[config.mk]
export PLATFORM = sky130hd
export DESIGN_NAME = regfile_arbiter
export DESIGN_NICKNAME = d
export VERILOG_FILES = /design/src/rtl/regfile_arbiter.sv
export SDC_FILE = /design/constraint.sdc
export NUM_CORES = 1
export LEC_CHECK = 0
export ABC_AREA = 1
export CORE_ASPECT_RATIO = 1.5
export CORE_MARGIN = 4
export CORE_UTILIZATION = 39
export CTS_BUF_LIST = sky130_fd_sc_hd__clkbuf_8
export DETAILED_ROUTE_END_ITERATION = 7
export PLACE_DENSITY = 0.89
export SETUP_SLACK_MARGIN = 0.3
export SLEW_MARGIN = 25
export SYNTH_ARGS = -nofsm -noshare
export SYNTH_HDL_FRONTEND = slang
export SYNTH_SLANG_ARGS = --single-unit
[constraint.sdc]
create_clock -name clk -period 2.35 [get_ports clk]
set_clock_uncertainty 0.15 [all_clocks]
set_input_delay 0.705 -clock clk [delete_from_list [all_inputs] [get_ports clk]]
set_output_delay 0.705 -clock clk [all_outputs]
set_load 0.1 [all_outputs]
[src/rtl/regfile_arbiter.sv]
// Two-requester (core, debug) front end for a 2-read/1-write register file.
// Reads take one register-file cycle; writes hold address/data around a one-cycle write pulse.
module regfile_arbiter #(
  parameter int DATA_W = 16,
  parameter int ADDR_W = 5
) (
  input  logic                  clk,
  input  logic                  rst,
  input  logic [1:0]            reqValid,
  output logic [1:0]            reqReady,
  input  logic [1:0]            reqWe,
  input  logic [2*ADDR_W-1:0]   reqAddrA,
  input  logic [2*ADDR_W-1:0]   reqAddrB,
  input  logic [2*ADDR_W-1:0]   reqAddrD,
  input  logic [2*DATA_W-1:0]   reqData,
  output logic [1:0]            rspValid,
  output logic [DATA_W-1:0]     rspA,
  output logic [DATA_W-1:0]     rspB,
  output logic [ADDR_W-1:0]     regAddrA,
  output logic [ADDR_W-1:0]     regAddrB,
  output logic [ADDR_W-1:0]     regAddrD,
  output logic                  regReA,
  output logic                  regReB,
  output logic                  regWeD,
  input  logic [DATA_W-1:0]     busA,
  input  logic [DATA_W-1:0]     busB,
  output logic [DATA_W-1:0]     busD
);

  typedef enum logic [2:0] {
    IDLE,
    READ,
    WR_SETUP,
    WR_PULSE,
    WR_HOLD,
    RESP
  } StateT;

  StateT state;
  logic  lastGrant;
  logic  grantSel;

  logic              grantCore;
  logic              grantDbg;
  logic              sel;
  logic              selWe;
  logic [ADDR_W-1:0] selA;
  logic [ADDR_W-1:0] selB;
  logic [ADDR_W-1:0] selD;
  logic [DATA_W-1:0] selData;

  // Round-robin pick (lastGrant = 1 means debug won last) and the chosen requester's fields.
  always_comb begin
    grantCore = reqValid[0] && (!reqValid[1] || lastGrant);
    grantDbg  = reqValid[1] && !grantCore;
    sel       = grantDbg;
    selWe     = sel ? reqWe[1] : reqWe[0];
    selA      = sel ? reqAddrA[ADDR_W +: ADDR_W] : reqAddrA[0 +: ADDR_W];
    selB      = sel ? reqAddrB[ADDR_W +: ADDR_W] : reqAddrB[0 +: ADDR_W];
    selD      = sel ? reqAddrD[ADDR_W +: ADDR_W] : reqAddrD[0 +: ADDR_W];
    selData   = sel ? reqData[DATA_W +: DATA_W] : reqData[0 +: DATA_W];
    reqReady  = 2'b00;
    if (state == IDLE && !rst) begin
      reqReady = {grantDbg, grantCore};
    end
  end

  // The output registers double as the latched request; the requester is free after accept.
  always_ff @(posedge clk) begin
    if (rst) begin
      state     <= IDLE;
      lastGrant <= 1'b1;
      grantSel  <= 1'b0;
      rspValid  <= 2'b00;
      rspA      <= '0;
      rspB      <= '0;
      regAddrA  <= '0;
      regAddrB  <= '0;
      regAddrD  <= '0;
      regReA    <= 1'b0;
      regReB    <= 1'b0;
      regWeD    <= 1'b0;
      busD      <= '0;
    end else begin
      case (state)
        IDLE: begin
          if (grantCore || grantDbg) begin
            lastGrant <= sel;
            grantSel  <= sel;
            if (!selWe) begin
              state    <= READ;
              regReA   <= 1'b1;
              regReB   <= 1'b1;
              regAddrA <= selA;
              regAddrB <= selB;
            end else if (selD != '0) begin
              state    <= WR_SETUP;
              regAddrD <= selD;
              busD     <= selData;
            end else begin
              state    <= RESP;
              rspValid <= {sel, ~sel};
              rspA     <= '0;
              rspB     <= '0;
            end
          end
        end
        READ: begin
          // Register 0 reads as zero whatever the bus carries.
          rspA     <= (regAddrA == '0) ? '0 : busA;
          rspB     <= (regAddrB == '0) ? '0 : busB;
          rspValid <= {grantSel, ~grantSel};
          regReA   <= 1'b0;
          regReB   <= 1'b0;
          regAddrA <= '0;
          regAddrB <= '0;
          state    <= RESP;
        end
        WR_SETUP: begin
          regWeD <= 1'b1;
          state  <= WR_PULSE;
        end
        WR_PULSE: begin
          regWeD <= 1'b0;
          state  <= WR_HOLD;
        end
        WR_HOLD: begin
          regAddrD <= '0;
          busD     <= '0;
          rspValid <= {grantSel, ~grantSel};
          rspA     <= '0;
          rspB     <= '0;
          state    <= RESP;
        end
        RESP: begin
          rspValid <= 2'b00;
          rspA     <= '0;
          rspB     <= '0;
          state    <= IDLE;
        end
        default: begin
          state <= IDLE;
        end
      endcase
    end
  end

endmodule

==> impl_metrics.csv, run 1 <==
group,metric,value,unit
finish,multi_input_area,2180,sq um
clock_network,cts_buffers,9,
logic_synthesis,syn_avg_cell_area,6.16,sq um
global_routing,grt-ovfl-total,0,
logic_synthesis,netlist_instances,606,
global_routing,grt_pass1_wl,18.9,mm
floorplan,rows,43,
global_routing,antenna_found_initial,0,
sta,min_period,2.32,ns
clock_network,root_buffer,"clkbuf_8",
logic_synthesis,synth_top_family_by_area,"simple AND/OR/NAND/NOR gates",
floorplan,ioPinCount,170,
sta,report.final.hold_viol_count,0,
critical_path,crit_fanout,4,
routing,wl_per_cell,14.9,um
sta,setup_violations,0,
logic_synthesis,yosysUniqueCellTypes,29,
global_routing,grt_pass1_vias,4154,
sta,final.setup.tns,0,ns
sta,finalWorstSetupSlack,0.0346,ns
sta,slew_viol_final,0,
floorplan,dieArea,11200,sq um
critical_path,slowest_delay,0.20,ns
place,portBuffers,169,
clock_network,clkTransAtPathRegs,0.08,ns
global_routing,grt_usage,21.1,%
logic_synthesis,syn_area,3730,sq um
logic_synthesis,synth_area_leaders,"dfxtp_1 39%, nand2_1 19%, nor2_1 13%, a21oi_1 7.1%, nand3_1 5.0%",
sta,rsz0062_at_grt,"true",
routing,drtIter0Drc,208,
min_path,hold_path.class,"reg2reg",
clock_network,holdBufCountCts,0,
logic_synthesis,ys.flop_type,"dfxtp_1",
critical_path,cp_slowest_cell,"buf_12",
finish,syn_to_final_growth,83.8,%
logic_synthesis,ys_ff_latch,72,
critical_path,cp-start-kind,"input pin",
routing,avgViaCountPerCell,4.99,
place,hpwl,8.52,mm
routing,first_pass_iters,5,
place,numPlacedInstances,882,
routing,drt_wl_total,13.9,mm
flow_run,drv_cap,0,
finish,nFillCells,665,
finish,drive_gt1_share,27.9,%
critical_path,critPathArrivalTime,1.46,ns
logic_synthesis,ys_warn_count,0,
logic_synthesis,synth.top_cell.area_share,38.6,%
critical_path,path_class,"in2out",
place,place_congestion,0.882,
critical_path,path_cells,"buf_6 > inv_12 > o21ai_1 > buf_4 > nor3_4 > buf_12",
logic_synthesis,synthMuxAreaShare,0,%
sta,slew_headroom,76.9,%
finish,final_cells,932,
finish,nNetsFinal,915,
logic_synthesis,synth_xor_xnor_area_share,0,%
power_and_ir_drop,leakagePower,3.16,nW
logic_synthesis,syn_nets,706,
power_and_ir_drop,finalPower,11.4,mW
power_and_ir_drop,ir_drop,1430,uV
routing,drc,0,
floorplan,core,9310,sq um
critical_path,end_kind,"output pin",
global_routing,grt_max_degree,42,
logic_synthesis,synth-adder-area-share,0,%
sta,tightest_slew,0.346,ns
routing,antenna_left,0,
logic_synthesis,synth-compound-area-share,11.5,%
clock_network,clock_sinks,72,
routing,vias,4654,
logic_synthesis,synth-simple-area-share,39.7,%
floorplan,start_util,40.1,%
floorplan,dieWidth,87.9,um
finish,diodes,0,
run_status,status,"completed",
logic_synthesis,synth-edff-count,0,
place,pre_cts_ws,-0.627,ns
clock_network,clk_latency,0.34,ns
logic_synthesis,ys_seq_area_share,38.6,%
clock_network,cts_htree_levels,3,
clock_network,cts_tree,"done",
sta,period_share,98.5,%
floorplan,fp.dieH,128,um
clock_network,clock_path_buffers,2,
logic_synthesis,synth.largest_area_cell,"dfxtp_1",
finish,seq_area,1450,sq um
power_and_ir_drop,pwr_density_cell,1660,nW/um^2
sta,timing.fmax,432,MHz
logic_synthesis,async_flop_share,0,%
sta,hold_ws,0.331,ns
critical_path,crit_required,1.49,ns
[critical path, delay by kind of cell]
kind	cells	cell delay, ns
buf+inv	4	0.51
compound gates	1	0.05
simple gates	1	0.19
[synth_stat cells, types with 2 or more instances]
cell,number
nand3b_1,2
a21oi_1,53
o21ai_0,17
nor2_2,2
buf_4,3
buf_6,2
inv_2,3
nand3_1,37
buf_1,5
nand2_1,185
buf_2,16
inv_1,49
or2_2,2
nor2_1,130
nor3_1,3
nand2_4,2
nand3_2,2
clkbuf_1,11
dfxtp_1,72
[timing repair]
item	in CTS	in global routing
gates resized for setup	28	80
setup endpoints to repair	71	57
pin swaps	8	22
buffers inserted	13	10
gates cloned	4	7
[sequential cells by signal (all words and copies together) (netlist names)]
register,flops
regWeD,1
lastGrant,1
regAddrA,5
state,3
regAddrD,5
regReB,1
rspB,16
grantSel,1
rspA,16
rspValid,2
regAddrB,5
busD,16
[area by class of cell]
type | count | area share [%]
Tap cell | 112 | 2.04
Clock inverter | 5 | 0.912
Clock buffer | 11 | 2.21
Timing Repair Buffer | 234 | 38.7
Sequential cell | 72 | 21.2
Multi-Input combinational cell | 446 | 31.8
Inverter | 52 | 3.17
[worst paths after layout]
path | startpoint | end | slack, ns | depth (start not counted)
setup / recovery | reqValid[1] | reqReady[0] | 0.03 | 6
hold / removal | busD[6] | busD[6] | 0.33 | 2
setup reg to reg | lastGrant | rspB[11] | 0.27 | 12
hold reg to reg | busD[6] | busD[6] | 0.33 | 2
[report_power, final]
part | internal (mW) | total [mW] | leakage [nW] | switching [mW]
registers | 1.69 | 2.05 | 0.595 | 0.353
logic | 2.76 | 8.25 | 2.47 | 5.49
clock network | 0.556 | 1.06 | 0.103 | 0.500
total | 5.01 | 11.4 | 3.16 | 6.34
[stage by stage]
step	area, sq um	util [%]
3_3_place_gp	5880	63.2
3_5_place_dp	5880	63.2
2_1_floorplan	3790	-
5_1_grt	6860	73.7
6_report	6860	73.7
4_1_cts	6320	67.9
[cells in the final DEF (no fill, tap or decap), drive strengths merged, types with 2 or more instances in the layout]
cell           netlist  final
clkinvlp             0      2
dfxtp               72     72
nor2               133    133
nor3                 3      3
buf                 26    131
inv                 52     54
or2                  2      2
nand3b               2      2
nand3               39     39
nand2              187    188
clkdlybuf4s50        0     96
a21oi               54     54
clkbuf              11     17
o21ai               19     19
[cell families after synthesis]
logic type,after synthesis
AOI/OAI and AO/OA,78
buffers and inverters,89
DFF,72
and+or+nand+nor,367
[metal layers]
metal	up-vias	wire, um	track usage (%)
met4	0	523	10.8
met5	-	0	0
met1	2113	5080	23.3
li1	2296	-	-
met3	44	934	4.69
met2	201	7360	36.9
No activity file was read; power rests on OpenSTA's default activity.
==> inputs of run 2 (changes only) <==
Settings changed: CAP_MARGIN from default to 30.
==> results of run 2 <==
No change in the layout: final DEF, timing and power equal those of run 1.
==> inputs of run 3 (changes only) <==
Settings changed: CORE_MARGIN 4 to 2.
==> run 3 against run 2 <==
- die area fell by 7.5%
- sequential share of layout area up 1.3 points
- flip-flop and latch count did not move
- via count down 3.6%
- global-route usage is 1.7 points higher
- utilization fell by 4.0 points
- cell count fell by 1.5%
- the flow now finishes with violations (setup timing)
- register-to-register slack barely moved
- worst hold slack got worse by 0.0091 ns
- largest power group unchanged
- largest cell class unchanged
- total power decreased by 6.5%
==> impl_metrics.csv, run 3 (synthesis gave the netlist of run 1 again) <==
group,metric,value,unit
critical_path,reg2reg_slack,0.27,ns
floorplan,core,9250,sq um
sta,hold_ws,0.322,ns
place,place_area,5930,sq um
critical_path,crit_required,1.49,ns
place,pre_cts_ws,-0.662,ns
sta,tightest_slew,0.668,ns
finish,nFillCells,718,
finish,nNetsFinal,901,
critical_path,cp_slowest_cell,"dfxtp_4",
clock_network,clk_latency,0.36,ns
floorplan,rows,43,
routing,drtIter0Drc,323,
critical_path,crit_fanout,3,
critical_path,end_kind,"output pin",
global_routing,grt_pass1_wl,18.9,mm
place,hpwl,8.65,mm
power_and_ir_drop,finalPower,10.6,mW
sta,rsz0062_at_grt,"true",
place,numPlacedInstances,886,
critical_path,slowest_delay,0.36,ns
routing,drc,0,
sta,final.setup.tns,-0.0714,ns
sta,timing.fmax,417,MHz
flow_run,drv_cap,0,
finish,drive_gt1_share,22.2,%
sta,report.final.hold_viol_count,0,
floorplan,dieWidth,83.9,um
routing,wl_per_cell,14.0,um
routing,vias,4487,
global_routing,grt_pass1_vias,4114,
sta,slew_headroom,55.3,%
critical_path,crit_family,"simple AND/OR/NAND/NOR gates",
finish,syn_to_final_growth,72.8,%
floorplan,fp.dieH,124,um
global_routing,grt_usage,22.8,%
critical_path,critPathArrivalTime,1.55,ns
place,portBuffers,169,
floorplan,dieArea,10400,sq um
floorplan,ioPinCount,170,
global_routing,grt_max_degree,50,
finish,fin_util,69.7,%
run_status,violations,"setup timing",
clock_network,clock_sinks,72,
clock_network,clock_path_buffers,2,
sta,period_share,102,%
power_and_ir_drop,pwr_density_cell,1650,nW/um^2
clock_network,root_buffer,"clkbuf_8",
place,place_congestion,0.865,
critical_path,path_class,"reg2out",
power_and_ir_drop,ir_drop,1080,uV
power_and_ir_drop,leakagePower,3.06,nW
run_status,status,"complete, but fails checks",
global_routing,grt-ovfl-total,0,
sta,finalWorstSetupSlack,-0.0504,ns
finish,fin_area,6450,sq um
sta,slew_viol_final,0,
floorplan,start_util,40.3,%
critical_path,cp-start-kind,"flop",
finish,diodes,0,
finish,final_cells,918,
clock_network,cts_buffers,9,
global_routing,antenna_found_initial,0,
critical_path,cp_num_buf_inv,3,
clock_network,cts_htree_levels,3,
sta,setup_violations,2,
routing,antenna_left,0,
routing,first_pass_iters,4,
routing,drt_wl_total,12.8,mm
clock_network,holdBufCountCts,0,
finish,mostFrequentLayoutCells,"173 x nand2_1, 127 x nor2_1, 92 x clkdlybuf4s50_1",
critical_path,cp_common_cell,"nor2_4",
finish,largestRegisters,"busD: 16 flops, rspA: 16 flops, rspB: 16 flops",
routing,avgViaCountPerCell,4.89,
critical_path,path_cells,"nor2_4 > inv_2 > nor2_4 > buf_12 > nand2_4 > nor2_4 > buf_12",
clock_network,cts_tree,"done",
sta,min_period,2.40,ns
clock_network,clkTransAtPathRegs,0.08,ns
min_path,hold_path.class,"reg2reg",
finish,final_common_cell,"nand2_1",
[run 3: worst paths after layout]
| kind | startpoint | end | cells past startpoint |
|---|---|---|---|
| setup / recovery | state[0] | reqReady[1] | 7 |
| hold / removal | busD[5] | busD[5] | 2 |
| setup reg to reg | state[1] | rspA[14] | 9 |
| hold reg to reg | busD[5] | busD[5] | 2 |
[run 3: worst reg2reg max path, delay by kind of cell (launching register included)]
kind	cells	cell delay (ns)
simple gates	7	1.08
buf+inv	2	0.40
flops	1	0.40
[run 3: final cells by class]
class | count | area (sq um) | area share (%)
flip-flops and latches | 72 | 1450 | 22.4
well taps | 112 | 140 | 2.17
multi-input cells | 447 | 2070 | 32.1
inverters | 52 | 213 | 3.30
clock buffers | 9 | 124 | 1.92
repair buffers | 219 | 2360 | 36.6
clock inverters | 7 | 97.6 | 1.51
[run 3: layer usage]
layer	global-route usage (%)	part of all wire, %	up-vias
li1	-	-	2269
met1	24.3	38	2019
met2	41.7	52	166
met3	5.70	5.3	33
met4	11.5	4.3	0
met5	0	0	-
[run 3: repair_timing]
item | in CTS | in global routing
pin swaps | 7 | 6
gates resized for setup | 19 | 38
endpoints found under the setup margin | 71 | 70
setup buffers | 10 | 3
gates cloned | 0 | 3
[run 3: report_power, final]
group | internal, mW | leakage [nW] | switching (mW) | total, mW
Sequential | 1.69 | 0.595 | 0.340 | 2.03
Clock | 0.599 | 0.111 | 0.500 | 1.10
Combinational | 2.28 | 2.35 | 5.21 | 7.49
